===== config.mk =====
export PLATFORM = sky130hd
export DESIGN_NAME = pipe_alu_gen
export DESIGN_NICKNAME = d
export VERILOG_FILES = /design/src/rtl/pipe_alu_gen.sv
export SDC_FILE = /design/constraint.sdc
export NUM_CORES = 2
export LEC_CHECK = 0
export CAP_MARGIN = 10
export CORE_MARGIN = 2
export CORE_UTILIZATION = 35
export CTS_CLUSTER_DIAMETER = 50
export DETAILED_ROUTE_END_ITERATION = 7
export GPL_ROUTABILITY_DRIVEN = 0
export PLACE_DENSITY = 0.46
export REMOVE_ABC_BUFFERS = 1
export SETUP_SLACK_MARGIN = 0.4
export SYNTH_ARGS = -nofsm -noshare
export SYNTH_HDL_FRONTEND = slang
export SYNTH_MEMORY_MAX_BITS = 65536
export SYNTH_SLANG_ARGS = --single-unit

===== constraint.sdc =====
create_clock -name clk -period 7.5 [get_ports clk]
set_clock_uncertainty 0.2 [all_clocks]
set_input_delay 1.5 -clock clk [delete_from_list [all_inputs] [get_ports clk]]
set_output_delay 1.5 -clock clk [all_outputs]
set_load 0.01 [all_outputs]

===== src/rtl/pipe_alu_gen.sv =====
// pipe_alu_gen: 4-stage pipelined ALU with register bank and data memory.
//
// Stages (one instruction per clock, no stalls):
//   RD  - operands fetched from regbank or bypassed, control latched
//   EX  - ALU result and error flag latched
//   WB  - regbank write, z_out / z_flags / z_valid update
//   MEM - store of the WB result into data memory
//
// Ports:
//   clk, rst_n                 clock, synchronous active-low reset
//   in_valid                   instruction present this cycle
//   rs1, rs2, rd               source A, source B, destination register
//   func, imm, addr            opcode, LDI immediate, store address
//   rf_we, mem_we              per-instruction regbank / memory write enables
//   z_out, z_valid, z_flags    WB result, qualifier, {err, neg, zero}
//   mem_raddr, mem_rdata       read-back address, registered read data
module pipe_alu_gen #(
  parameter int unsigned DATA_W = 16,
  parameter int unsigned RA_W   = 4,
  parameter int unsigned MA_W   = 8
) (
  input  logic              clk,
  input  logic              rst_n,
  input  logic              in_valid,
  input  logic [RA_W-1:0]   rs1,
  input  logic [RA_W-1:0]   rs2,
  input  logic [RA_W-1:0]   rd,
  input  logic [3:0]        func,
  input  logic [DATA_W-1:0] imm,
  input  logic [MA_W-1:0]   addr,
  input  logic              rf_we,
  input  logic              mem_we,
  output logic [DATA_W-1:0] z_out,
  output logic              z_valid,
  output logic [2:0]        z_flags,
  input  logic [MA_W-1:0]   mem_raddr,
  output logic [DATA_W-1:0] mem_rdata
);

  localparam int unsigned NumRegs  = 2 ** RA_W;
  localparam int unsigned NumWords = 2 ** MA_W;

  typedef enum logic [3:0] {
    OpAdd, OpSub, OpMul, OpPassA, OpPassB, OpAnd, OpOr, OpXor,
    OpNegA, OpNegB, OpSrl, OpShl, OpSra, OpSlt, OpLdi, OpIll
  } op_e;

  logic [DATA_W-1:0] rf_q  [NumRegs];
  logic [DATA_W-1:0] mem_q [NumWords];

  // RD -> EX
  logic              s1_valid_q;
  logic [DATA_W-1:0] s1_a_q, s1_b_q, s1_imm_q;
  logic [RA_W-1:0]   s1_rd_q;
  op_e               s1_func_q;
  logic [MA_W-1:0]   s1_addr_q;
  logic              s1_rf_we_q, s1_mem_we_q;

  // EX -> WB
  logic              s2_valid_q;
  logic [DATA_W-1:0] s2_res_q;
  logic              s2_err_q;
  logic [RA_W-1:0]   s2_rd_q;
  logic [MA_W-1:0]   s2_addr_q;
  logic              s2_rf_we_q, s2_mem_we_q;

  // WB -> MEM
  logic [DATA_W-1:0] z_out_q;
  logic              z_valid_q;
  logic [2:0]        z_flags_q;
  logic              s3_store_q;
  logic [MA_W-1:0]   s3_addr_q;

  logic [DATA_W-1:0] mem_rdata_q;

  logic [DATA_W-1:0] ex_res;
  logic              ex_err;
  logic              ex_fwd, wb_fwd;
  logic [DATA_W-1:0] op_a, op_b;

  // ---------------------------------------------------------------------------
  // EX stage ALU
  // ---------------------------------------------------------------------------
  always_comb begin
    ex_res = '0;
    unique case (s1_func_q)
      OpAdd:   ex_res = s1_a_q + s1_b_q;
      OpSub:   ex_res = s1_a_q - s1_b_q;
      OpMul:   ex_res = s1_a_q * s1_b_q;
      OpPassA: ex_res = s1_a_q;
      OpPassB: ex_res = s1_b_q;
      OpAnd:   ex_res = s1_a_q & s1_b_q;
      OpOr:    ex_res = s1_a_q | s1_b_q;
      OpXor:   ex_res = s1_a_q ^ s1_b_q;
      OpNegA:  ex_res = -s1_a_q;
      OpNegB:  ex_res = -s1_b_q;
      OpSrl:   ex_res = {1'b0, s1_a_q[DATA_W-1:1]};
      OpShl:   ex_res = {s1_a_q[DATA_W-2:0], 1'b0};
      OpSra:   ex_res = {s1_a_q[DATA_W-1], s1_a_q[DATA_W-1:1]};
      OpSlt:   ex_res = {{(DATA_W-1){1'b0}}, $signed(s1_a_q) < $signed(s1_b_q)};
      OpLdi:   ex_res = s1_imm_q;
      OpIll:   ex_res = '0;
    endcase
  end

  assign ex_err = (s1_func_q == OpIll);

  // ---------------------------------------------------------------------------
  // Operand bypass: youngest producer wins. Illegal ops never forward since
  // they never write the regbank either.
  // ---------------------------------------------------------------------------
  assign ex_fwd = s1_valid_q & s1_rf_we_q & ~ex_err;
  assign wb_fwd = s2_valid_q & s2_rf_we_q & ~s2_err_q;

  always_comb begin
    op_a = rf_q[rs1];
    if (ex_fwd && (s1_rd_q == rs1)) begin
      op_a = ex_res;
    end else if (wb_fwd && (s2_rd_q == rs1)) begin
      op_a = s2_res_q;
    end
  end

  always_comb begin
    op_b = rf_q[rs2];
    if (ex_fwd && (s1_rd_q == rs2)) begin
      op_b = ex_res;
    end else if (wb_fwd && (s2_rd_q == rs2)) begin
      op_b = s2_res_q;
    end
  end

  // ---------------------------------------------------------------------------
  // Pipeline registers
  // ---------------------------------------------------------------------------
  always_ff @(posedge clk) begin
    if (!rst_n) begin
      s1_valid_q  <= 1'b0;
      s1_a_q      <= '0;
      s1_b_q      <= '0;
      s1_imm_q    <= '0;
      s1_rd_q     <= '0;
      s1_func_q   <= OpAdd;
      s1_addr_q   <= '0;
      s1_rf_we_q  <= 1'b0;
      s1_mem_we_q <= 1'b0;
    end else begin
      s1_valid_q  <= in_valid;
      s1_a_q      <= op_a;
      s1_b_q      <= op_b;
      s1_imm_q    <= imm;
      s1_rd_q     <= rd;
      s1_func_q   <= op_e'(func);
      s1_addr_q   <= addr;
      s1_rf_we_q  <= rf_we;
      s1_mem_we_q <= mem_we;
    end
  end

  always_ff @(posedge clk) begin
    if (!rst_n) begin
      s2_valid_q  <= 1'b0;
      s2_res_q    <= '0;
      s2_err_q    <= 1'b0;
      s2_rd_q     <= '0;
      s2_addr_q   <= '0;
      s2_rf_we_q  <= 1'b0;
      s2_mem_we_q <= 1'b0;
    end else begin
      s2_valid_q  <= s1_valid_q;
      s2_res_q    <= ex_res;
      s2_err_q    <= ex_err;
      s2_rd_q     <= s1_rd_q;
      s2_addr_q   <= s1_addr_q;
      s2_rf_we_q  <= s1_rf_we_q;
      s2_mem_we_q <= s1_mem_we_q;
    end
  end

  always_ff @(posedge clk) begin
    if (!rst_n) begin
      z_out_q    <= '0;
      z_valid_q  <= 1'b0;
      z_flags_q  <= '0;
      s3_store_q <= 1'b0;
      s3_addr_q  <= '0;
    end else begin
      z_out_q    <= s2_res_q;
      z_valid_q  <= s2_valid_q;
      // Flags are forced to zero for bubbles so consumers can ignore z_valid.
      z_flags_q  <= s2_valid_q ? {s2_err_q, s2_res_q[DATA_W-1], s2_res_q == '0} : 3'b000;
      s3_store_q <= s2_valid_q & s2_mem_we_q & ~s2_err_q;
      s3_addr_q  <= s2_addr_q;
    end
  end

  // ---------------------------------------------------------------------------
  // Register bank (written at WB)
  // ---------------------------------------------------------------------------
  always_ff @(posedge clk) begin
    if (!rst_n) begin
      for (int unsigned i = 0; i < NumRegs; i++) begin
        rf_q[i] <= '0;
      end
    end else if (wb_fwd) begin
      rf_q[s2_rd_q] <= s2_res_q;
    end
  end

  // ---------------------------------------------------------------------------
  // Data memory: not reset, but stores are suppressed while reset is low.
  // ---------------------------------------------------------------------------
  always_ff @(posedge clk) begin
    if (rst_n && s3_store_q) begin
      mem_q[s3_addr_q] <= z_out_q;
    end
  end

  // Read-before-write: a same-edge store is seen one edge later.
  always_ff @(posedge clk) begin
    if (!rst_n) begin
      mem_rdata_q <= '0;
    end else begin
      mem_rdata_q <= mem_q[mem_raddr];
    end
  end

  assign z_out     = z_out_q;
  assign z_valid   = z_valid_q;
  assign z_flags   = z_flags_q;
  assign mem_rdata = mem_rdata_q;

endmodule


==> results.md <==
* Outcome: complete, no violations
* Mux cell area share after synthesis at 18.1%
* Top achievable clock speed at 0.149 GHz
* Post-Synthesis Cells at 8521
* CTS tree: yes
* CTS Buf Count at 554
* Chip width at 725 um
* Min-Delay Endpoint: s3_addr_q[3]
* Number of distinct library cells after synthesis at 77
* Required time worst endpoint at 8.25 ns
* Crit Path Class: register to register
* Root buffer cell: clkbuf_16
* Post-route ant nets at 0
* Die area at 525000 sq um
* Final WS setup at 0.782 ns
* Slew headroom at 12.0%
* Yosys top cell by area: edfxtp_1
* First-pass GRT wire length at 753000 um
* CP Data Arrival Time at 7.47 ns
* Pre-CTS setup slack at 0.347 ns
* Static Leak at 67.6 nW
* CTS Hold Buffers Added at 0
* Fraction of layout cells with a size suffix above 1 at 31.2%
* Post-layout nets at 9360
* Maximum vdd ir drop at 0.000228 V
* RSZ-0062 raised after global routing: no
* Num rows at 264
* H-tree depth at 6
* Synth area leaders: edfxtp_1, mux4_2, dfxtp_1
* Total Routing Usage GR at 20.2%
* Vias at 90359
* Io pins at 89
* Drt initial violations at 9604
* Pin count of the biggest net entering global routing at 145
* Post-Synth Adder-Cell Area at 1.58%
* Hold path cells at 1
* Synthesized area at 182000 sq um
* Chip Height at 725 um
* Hold Path Origin: s2_addr_q[3]
* Number of I/O port buffers at 88
* Skew-Pair Late Insertion Delay at 1.07 ns
* Tcrit/Tclk final at 89.6%
* Yosys reg bits at 4496
* Post-synth EDFFs at 4352
* Vias in the first global route at 93470
* Post-synthesis xor/xnor area fraction at 0.446%
* Critical path cell sequence: buf_4 -> clkinv_1 -> nor2_1 -> fa_1 -> inv_1 -> fa_1 -> fa_1 -> fa_1 -> inv_1 -> fa_1 -> inv_1 -> fa_1 -> inv_1 -> ha_1 -> a21o_1 -> a221o_1 -> and2_1 -> or4_1 -> a21oi_2 -> nor3_1 -> a211oi_1
* Register-to-Register Path Depth at 21
* Worst Path Max Fanout at 9
* R2r startpoint: s1_a_q[7]
* Multi-input logic area at 45900 sq um
* Compound-Gate Fraction of Synth Area at 1.81%
* Synth warn at 0
* Sequential area share after synthesis at 73.5%
* Critical path's largest stage delay at 0.55 ns
* Hpwl dp at 330000 um
* Drt pass-1 iters at 6
* # DRC at 0
* Clock Path Buffers at 4
* Reg2reg setup slack at 0.78 ns
* Most used DFF post-synth: edfxtp_1
* Element type at the critical path start: register
* CTS sink cnt at 4496
* Slowest-stage cell, CP: fa_1
* Minimum clock period at 6.72 ns
* Setup TNS at 0 ns
* Grt total ovfl at 0
* Core ar. at 517000 sq um
* Sequential cell area at 134000 sq um
* Largest family of logic cells by synthesized area: multiplexers
* Fill cells at 45306
* Mean Syn Cell Area at 21.3 sq um
* Setup violators final at 0
* RR Endpoint: s1_a_q[14]
* Worst setup EP type: register
* Worst min path class: register to register
* WL/cell at 32.6 um
* CP most frequent cell: fa_1
* Worst-margin pin slew at 1.32 ns
* DR vias/cell at 5.47
* Initial Util at 35.2%
* Clk slew on worst S/H paths at 0.06 ns
* Post-Synth Simple-Gate Area at 3.00%
* Max Transition Viols Final at 0
* Final WL at 539000 um
* Layout Utilization at 41.1%
* Max Cap Viol at 0
* Final Hold Vio Count at 0
* Async S/R FF share, synth at 0%
* Pwr dens at 274 nW/um^2
* Share of the synthesized area in the top cell type at 71.9%
* Synthesis-to-layout area growth at 16.9%
* Initial antenna violation count at 26
==> metrics by stage <==
| stage | power [mW] | hold WS [ns] | instance area, sq um | std cells |
|---|---|---|---|---|
| floorplan | 30.3 | 0.211 | 179000 | 7981 |
| global placement | 32.2 | 0.215 | 194000 | 15482 |
| detailed placement | 32.2 | 0.221 | 194000 | 15486 |
| CTS | 58.9 | 0.202 | 212000 | 16492 |
| global route | 60.0 | 0.243 | 212000 | 16493 |
| finish | 58.2 | 0.205 | 213000 | 16509 |
==> metal layers <==
layer	vias up	track usage (%)	share of wire, %
met5	-	0	0.0026
met4	4	4.37	2.3
met1	49988	27.9	43
li1	36756	-	-
met3	670	2.99	5.7
met2	2941	33.9	49
==> synthesized netlist by cell type, drive strengths merged, types with 6 or more instances <==
cell type	count
a211oi	47
a21o	6
a21oi	95
a221o	7
a221oi	19
a22oi	144
and2	339
and3	9
buf	188
clkbuf	352
clkinv	8
dfxtp	144
edfxtp	4352
fa	82
ha	99
inv	168
mux2	8
mux2i	29
mux4	1441
nand2	165
nand2b	12
nand3	34
nand4	27
nor2	388
nor2b	17
nor3	37
nor4	12
o2111ai	6
o211ai	6
o21a	10
o21ai	55
o22ai	16
o2bb2ai	15
o31ai	6
or3	9
or4	6
xnor2	74
xor2	16
==> critical path: cells and delay by family (launching register included) <==
kind / cells / cell delay (ns)
adder cells (fa/ha/maj): 7 / 3.20
buffers and inverters: 6 / 0.71
AND/OR/NAND/NOR: 4 / 1.04
AO/OA/AOI/OAI: 4 / 1.17
flip-flops: 1 / 0.31
==> cell usage in the layout, fill, tap and decap left out, types with 31 or more instances in the layout <==
cell type / count
edfxtp_1: 4352
mux4_2: 1441
clkbuf_16: 562
buf_4: 450
and2_1: 338
nor2_1: 245
inv_1: 166
nand2_1: 164
a22oi_1: 144
nor2_2: 135
dfxtp_1: 126
clkinv_1: 111
ha_1: 99
a21oi_1: 94
clkbuf_1: 87
fa_1: 82
clkdlybuf4s50_1: 76
xnor2_1: 74
clkinv_2: 72
buf_12: 52
bufinv_16: 48
a211oi_1: 46
o21ai_0: 43
nor3_1: 32
clkinvlp_4: 31
==> how the worst max path moves through the flow <==
stage | from | to | slack [ns] | cells past startpoint
after CTS | s1_b_q[6] | s2_res_q[14] | 0.56 | 20
after detailed placement | s1_b_q[6] | s2_res_q[14] | 0.35 | 20
after global routing | s1_a_q[8] | s1_a_q[14] | 0.43 | 20
after global placement | s1_b_q[6] | s1_a_q[14] | 0.47 | 20
final | s1_a_q[7] | s1_a_q[14] | 0.78 | 21
after floorplan | s1_a_q[5] | s1_a_q[14] | 1.17 | 20
==> power by group <==
group / total, mW / switching (mW) / internal (mW)
Combinational: 3.56 / 2.26 / 1.30
Clock: 26.6 / 10.9 / 15.6
Sequential: 28.1 / 0.262 / 27.8
Total: 58.2 / 13.4 / 44.8
==> layout make-up <==
type	count	share of cell area, %
clock inverters	351	1.80
repair buffers	589	2.51
well taps	6916	4.07
clock buffers	655	6.81
multi-input cells	3309	21.6
inverters	176	0.314
flip-flops and latches	4496	62.9
diodes	17	0.0200
==> flip-flops by register name, indices dropped and copies added, names as in the netlist, 3 cells and up <==
name       count
mem_rdata     16
mem_q       4096
s1_func_q      4
z_out         16
s2_res_q      16
rf_q         256
s1_a_q        16
s2_addr_q      8
z_flags        3
s3_addr_q      8
s1_b_q        16
s1_addr_q      8
s1_rd_q        4
s1_imm_q      16
s2_rd_q        4
==> kinds of logic (layout without fill, tap and decap cells) <==
family	count (synthesis)	count (layout)
flops	4496	4496
mux	1478	1478
simple gates	1085	1085
buf+inv	716	1771
compound gates	474	474
fa+ha+maj	181	181
xor+xnor	91	91
other cells	0	17
==> timing repair <==
action,CTS,global route
gates cloned,0,0
hold endpoints to repair,0,0
resized for setup,1,4
setup endpoints to repair,2,3
buffers inserted,0,0
Note: power is estimated with default switching activity, not from simulation.
